`config.mk`:
```
export PLATFORM = sky130hd
export DESIGN_NAME = cycle_generator
export DESIGN_NICKNAME = d
export VERILOG_FILES = /design/src/rtl/cycle_pkg.sv /design/src/rtl/cycle_generator.sv
export SDC_FILE = /design/constraint.sdc
export NUM_CORES = 1
export LEC_CHECK = 0
export ABC_AREA = 1
export CORE_MARGIN = 2
export CORE_UTILIZATION = 38
export CTS_BUF_LIST = sky130_fd_sc_hd__clkbuf_16
export CTS_CLUSTER_SIZE = 40
export DETAILED_ROUTE_END_ITERATION = 8
export MAX_ROUTING_LAYER = met4
export SYNTH_ARGS = -nofsm -noshare
export SYNTH_HDL_FRONTEND = slang
export SYNTH_SLANG_ARGS = --single-unit
```
`constraint.sdc`:
```
create_clock -name clk -period 1.8 [get_ports clk]
set_clock_uncertainty 0.2 [all_clocks]
set_input_delay 0.18 -clock clk [delete_from_list [all_inputs] [get_ports clk]]
set_output_delay 0.18 -clock clk [all_outputs]
set_load 0.02 [all_outputs]
```
`src/rtl/cycle_pkg.sv`:
```
// Shared definitions for the serial pattern generator: FSM encoding and the
// default pattern, also used by the matching detector bench.
package cycle_pkg;

    typedef enum logic [1:0] {
        IDLE = 2'd0,
        SEND = 2'd1,
        DONE = 2'd2
    } state_t;

    localparam int          DEFAULT_PAT_W   = 6;
    localparam logic [5:0]  DEFAULT_PATTERN = 6'b101011;

endpackage

```
`src/rtl/cycle_generator.sv`:
```
// Serial pattern generator: shifts a stored pattern out MSB first, a given
// number of times (0 = until stopped), with registered out/out_valid/busy/done.
module cycle_generator
    import cycle_pkg::*;
#(
    parameter int                PAT_W   = DEFAULT_PAT_W,
    parameter logic [PAT_W-1:0]  PATTERN = DEFAULT_PATTERN,
    parameter int                CNT_W   = 4
) (
    input  logic              clk,
    input  logic              r,
    input  logic              load,
    input  logic [PAT_W-1:0]  pat_in,
    input  logic [CNT_W-1:0]  reps,
    input  logic              start,
    input  logic              stop,
    output logic              out,
    output logic              out_valid,
    output logic              busy,
    output logic              done
);

    localparam int              IDX_W = (PAT_W > 1) ? $clog2(PAT_W) : 1;
    localparam logic [IDX_W-1:0] LAST = IDX_W'(PAT_W - 1);

    state_t             state, state_next;
    logic [PAT_W-1:0]   pattern, pattern_next;
    logic [CNT_W-1:0]   rep_cnt, rep_cnt_next;
    logic [IDX_W-1:0]   index, index_next;
    logic               out_next, out_valid_next, busy_next, done_next;

    // index always names the bit currently on out, so the registered output
    // is loaded with the bit the index will point at after this edge.
    always_comb begin
        state_next     = state;
        pattern_next   = pattern;
        rep_cnt_next   = rep_cnt;
        index_next     = index;
        out_next       = 1'b0;
        out_valid_next = 1'b0;
        busy_next      = 1'b0;
        done_next      = 1'b0;

        case (state)
            IDLE: begin
                if (load) begin
                    pattern_next = pat_in;
                end
                if (start) begin
                    state_next     = SEND;
                    rep_cnt_next   = reps;
                    index_next     = LAST;
                    out_next       = pattern_next[LAST];
                    out_valid_next = 1'b1;
                    busy_next      = 1'b1;
                end
            end

            SEND: begin
                if (stop) begin
                    state_next = IDLE;
                    index_next = LAST;
                end else if (index == '0) begin
                    index_next = LAST;
                    if (rep_cnt == CNT_W'(1)) begin
                        state_next = DONE;
                        done_next  = 1'b1;
                    end else begin
                        if (rep_cnt != '0) begin
                            rep_cnt_next = rep_cnt - CNT_W'(1);
                        end
                        out_next       = pattern[LAST];
                        out_valid_next = 1'b1;
                        busy_next      = 1'b1;
                    end
                end else begin
                    index_next     = index - IDX_W'(1);
                    out_next       = pattern[index_next];
                    out_valid_next = 1'b1;
                    busy_next      = 1'b1;
                end
            end

            DONE: begin
                state_next = IDLE;
            end

            default: begin
                state_next = IDLE;
                index_next = LAST;
            end
        endcase
    end

    always_ff @(posedge clk or negedge r) begin
        if (!r) begin
            state     <= IDLE;
            pattern   <= PATTERN;
            rep_cnt   <= '0;
            index     <= LAST;
            out       <= 1'b0;
            out_valid <= 1'b0;
            busy      <= 1'b0;
            done      <= 1'b0;
        end else begin
            state     <= state_next;
            pattern   <= pattern_next;
            rep_cnt   <= rep_cnt_next;
            index     <= index_next;
            out       <= out_next;
            out_valid <= out_valid_next;
            busy      <= busy_next;
            done      <= done_next;
        end
    end

endmodule

```
; After elaboration in Yosys (flattened, before gate mapping)
; Index checks and enable logic that the tools add are counted.
[totals]
register_bits = 18
in_bits = 15
output_inout_bits = 4
word_cells = 62
[classes]
add_sub_neg = 2
magnitude_cmp = 1
eq_ne = 10
muxes = 32
bitwise_logic = 1
n_reduce_logical = 8
[ops]
columns = cell, n
row1 = 4-bit 2-to-1 mux, 5
row2 = 1-bit 2-to-1 mux, 13
row3 = 2-bit inequality test (second input constant), 5
row4 = 3-bit 2-to-1 mux, 3
row5 = 3-bit case mux with 3 select lines, 1
row6 = 2-bit 2-to-1 mux, 4
row7 = 4-bit case mux with 2 select lines, 1
row8 = 6-bit 2-to-1 mux, 1
row9 = 3-bit inequality test (second input constant), 2
row10 = 6-bit AND reduction, 1
row11 = 4-bit by 1-bit == test with 1-bit output (second input constant), 1
row12 = 3-bit by 4-bit < comparator with 1-bit output (second input constant), 1
row13 = 1-bit case mux with 2 select lines, 2
row14 = 2-bit case mux with 2 select lines, 1
row15 = 2-bit AND reduction, 2
row16 = 4-bit nonzero test, 1
row17 = 4-bit by 1-bit subtractor with 4-bit output (second input constant), 1
row18 = 1-bit binary-select mux with 3-bit select, 1
row19 = 3-bit logical NOT, 1
row20 = 3-bit AND reduction, 1
row21 = 3-bit by 1-bit subtractor with 3-bit output (second input constant), 1
row22 = 2-bit by 1-bit == test with 1-bit output (second input constant), 1
row23 = 2-bit == test (second input constant), 1
row24 = 2-bit logical NOT, 1
row25 = other kinds (2), 2

; Depth between registers and ports, before layout
[logic_depth]
word_depth = 6
ltp_mapped = 12
mapped_depth_nobuf = 12

; Worst setup path after synthesis
; No wires, ideal clock.
[synth_path]
path_kind = register to register
start = register index[0]
end = register out
setup_ns = 0.116
arrival_time_ns = 1.453
required_time_ns = 1.484
slack_ns = 0.031
stages_incl_launch_ff = 13
n_path_buf = 0
period_less_slack_ns = 1.769
cell_sequence = dfstp_2 inv_1 ha_1 ha_1 nand2_1 inv_1 nand3_1 nand2_1 inv_1 nand2_1 nand2_1 nand2_1 nand2_1
[synth_between]
elab_chain_cells = 6
elab_cells_between_ends = 7
classes_between = add/sub: 1 / mux: 5 / reduce/logical: 1
[synth_lines]
columns = item, line
row1 = from (decl), cycle_generator.sv:29  ; logic [IDX_W-1:0] index, index_next;
row2 = from (signal assigned), cycle_generator.sv:109  ; index <= index_next;
row3 = 3-bit by 1-bit subtractor with 3-bit output, cycle_generator.sv:77  ; index_next = index - IDX_W'(1);
row4 = 1-bit binary-select mux with 3-bit select, cycle_generator.sv:78  ; out_next = pattern[index_next];
row5 = 1-bit 2-to-1 mux (not written as such), cycle_generator.sv:78
row6 = 1-bit 2-to-1 mux (*), cycle_generator.sv:63  ; end else if (index == '0) begin
row7 = 1-bit 2-to-1 mux (*), cycle_generator.sv:60  ; if (stop) begin
row8 = 1-bit case mux with 2 select lines (*), cycle_generator.sv:44  ; case (state)
row9 = via out_next, cycle_generator.sv:30  ; logic out_next, out_valid_next, busy_next, done_next;
row10 = to (signal assigned), cycle_generator.sv:110  ; out <= out_next;
row11 = to (decl), cycle_generator.sv:17  ; output logic out,
; Mark *: on every way through the listed nets, which the timed path passes. The rest lies on a longest branch. The select of a mux whose other input is x is not followed.
; A chain may end at the register's enable or synchronous reset.

; Worst setup path in the final report
; Same ends and word-level chain as after synthesis.

==> flow_metrics.env <==
export IMPL_grt_antenna_before_repair=0
export IMPL_cts_inserted_buffers=3
export IMPL_portBuffers=18
export IMPL_max_slew_margin_pct=85.22
export IMPL_ys_seq_area_share_pct=46.21
export IMPL_gp_congestion=0.8299
export IMPL_cts_sinks=18
export IMPL_ant_nets=0
export IMPL_ios=19
export IMPL_multiInputGateArea_um2=490.5
export IMPL_synth_mux_area_share_pct=5.682
export IMPL_r2r_start="index[0]"
export IMPL_synthXorXnorAreaFrac_pct=0
export IMPL_end_kind="flip-flop"
export IMPL_fillers=242
export IMPL_worst_pin_slew_ns=0.2216
export IMPL_wire_per_inst_um=10.74
export IMPL_final_cell_count_no_fill=172
export IMPL_place_ws_ns=0.02817
export IMPL_synthDistinctLibCells=22
export IMPL_vias=800
export IMPL_ir_worst_vdd_v=0.0008351
export IMPL_wirelength_um=1847
export IMPL_rsz0062_at_grt="true"
export IMPL_slew_viol_final=0
export IMPL_fmax_mhz=581.2
export IMPL_area_delta_synth_final_pct=33.96
export IMPL_viasPerCell=4.651
export IMPL_die_h_um=55.07
export IMPL_diodes=0
export IMPL_synth_warnings=0
export IMPL_dp_cells=168
export IMPL_r2r_slack_ns=0.08
export IMPL_required_ns=1.74
export IMPL_hold_violations=0
export IMPL_root_buffer="clkbuf_16"
export IMPL_cts_max_level=1
export IMPL_final_layout_size_suffix_gt1_share_pct=20.42
export IMPL_final_nets=163
export IMPL_insertion_delay_ns=0.25
export IMPL_postSynthAreaPerCell_um2=8.327
export IMPL_synthCells=119
export IMPL_clk_pin_slew_ns=0.05
export IMPL_yosys_area_share_simple_pct=26.89
export IMPL_dieWidth_um=55.07
export IMPL_drtIter0Drc=12
export IMPL_globalRouteOverflowTotal=0
export IMPL_drc=0
export IMPL_cellLeakagePower_nw=0.6413
export IMPL_clock_path_buffers=2
export IMPL_timing_max_cap_violations=0
export IMPL_track_usage_pct=15.83
export IMPL_first_pass_iters=4
export IMPL_utilization_pct=53.59
export IMPL_fp_row_count=18
export IMPL_cts_setup_buffers=0
export IMPL_setup_viol=0
export IMPL_hold_path_class="primary input to asynchronous set/reset pin"
export IMPL_crit_type="flip-flop to flip-flop"
export IMPL_yosys_area_share_adder_pct=6.313
export IMPL_period_minus_slack_ns=1.721
export IMPL_tritoncts="built"
export IMPL_synth_top_family_by_area="simple AND/OR/NAND/NOR gates"
export IMPL_first_global_vias=766
export IMPL_finalCritPeriodShare_pct=95.59
export IMPL_critPathArrivalTime_ns=1.66
export IMPL_grt_max_degree=19
export IMPL_die_area_um2=3032
export IMPL_register_area_um2=457.9
export IMPL_synth_compound_area_share_pct=7.323
export IMPL_crit_fanout=3
export IMPL_grt_pass1_wl_um=3215
export IMPL_start_util_pct=40.00
export IMPL_fin_ws_ns=0.07931
export IMPL_coreArea_um2=2477
export IMPL_ys_ff_latch=18
export IMPL_dp_hpwl_um=1405
export IMPL_synth_nets=139
export IMPL_status="complete, no violations"
export IMPL_start_kind="flip-flop"
export IMPL_worstSetupStartpoint="index[0]"
export IMPL_power_density_nw_per_um2=1395
export IMPL_netlist_area_um2=991.0
==> worst paths after layout <==
path	to	depth (start not counted)
setup / recovery	out	12
hold reg to reg	rep_cnt[1]	2
setup reg to reg	out	12
hold / removal	rep_cnt[2]	2
min in group clk	rep_cnt[1]	2
max in group asynchronous	index[2]	2
==> per-layer routing <==
metal  part of all wire (%)  vias up  global-route usage [%]
li1                       -      421                       -
met3                    5.1        5                   3.226
met1                     46      359                   18.31
met2                     46       15                   25.20
met5                      0        -                       -
met4                    2.9        0                   9.756
==> state kept, by name (all words and copies together) (netlist names) <==
signal   cells
busy         1
state        2
out          1
rep_cnt      4
pattern      6
done         1
index        3
==> what timing repair did <==
item	CTS	global route
endpoints found under the setup margin	0	1
resized for setup	0	7
hold buffers	0	0
==> power by group <==
part / internal (mW) / switching (mW)
logic: 0.353 / 0.421
registers: 0.551 / 0.0785
clock network: 0.296 / 0.153
total: 1.20 / 0.652
==> final cells by class <==
cell class	instances	share of cell area, %
Multi-Input combinational cell	82	36.95
Sequential cell	18	34.50
Timing Repair Buffer	20	14.70
Clock buffer	3	5.655
Inverter	18	5.090
Tap cell	30	2.828
Clock inverter	1	0.2828
==> stage by stage <==
step / TNS [ns] / hold slack, ns / power [mW] / cell area [um^2]
floorplan: 0 / -0.3156 / 1.130 / 991.0
global placement: 0 / 0.2705 / 1.307 / 1216
detailed placement: 0 / 0.2688 / 1.322 / 1216
CTS: 0 / 0.07028 / 1.775 / 1295
global route: -0.09212 / 0.08749 / 2.033 / 1328
finish: 0 / 0.05462 / 1.852 / 1328
==> cell usage after synthesis <==
master,number,area share [%]
nor2_1,4,1.5
o21ai_0,5,2.5
nand2_1,41,16
o22ai_1,1,0.63
inv_1,18,6.8
nand3_1,8,4.0
nand2_4,1,1.1
o21bai_1,1,0.76
or2_2,1,0.63
dfrtp_1,12,30
a21boi_2,1,1.1
nor2_2,1,0.63
nand3_2,1,1.0
dfstp_2,6,16
a21oi_1,3,1.5
mux2_2,5,5.7
a22oi_1,1,0.76
ha_1,5,6.3
buf_4,1,0.76
nor2_4,1,1.1
nand2_2,1,0.63
nand4_1,1,0.63
==> logic make-up (layout without fill, tap and decap cells) <==
logic type / after synthesis / count (layout)
multiplexers: 5 / 5
adder cells (fa/ha/maj): 5 / 5
flip-flops: 18 / 18
buffers and inverters: 19 / 42
AO/OA/AOI/OAI: 12 / 12
AND/OR/NAND/NOR: 60 / 60
==> worst max-delay path: stages (launching register included) <==
cell,delay (ns)
dfstp_2,0.53
inv_2,0.05
ha_4,0.16
ha_4,0.26
nand2_2,0.04
inv_2,0.04
nand3_2,0.05
nand2_1,0.07
inv_1,0.04
nand2_1,0.04
nand2_1,0.04
nand2_1,0.05
nand2_1,0.04
==> cells in the final DEF (no fill, tap or decap) <==
master,count
dfrtp_1,12
nand2_2,2
o21ai_0,5
nor2_2,1
mux2_2,5
clkdlybuf4s50_1,18
a22oi_1,1
inv_2,2
a21oi_1,3
nor2_4,1
nand2_4,1
nand4_1,1
a21boi_2,1
o21bai_1,1
inv_1,16
dfstp_2,6
clkbuf_16,3
nand3_2,2
ha_1,3
nand3_1,7
clkinv_1,1
or2_2,1
nor2_1,4
ha_4,2
o22ai_1,1
buf_4,2
nand2_1,40
(Power assumes the default switching activity.)
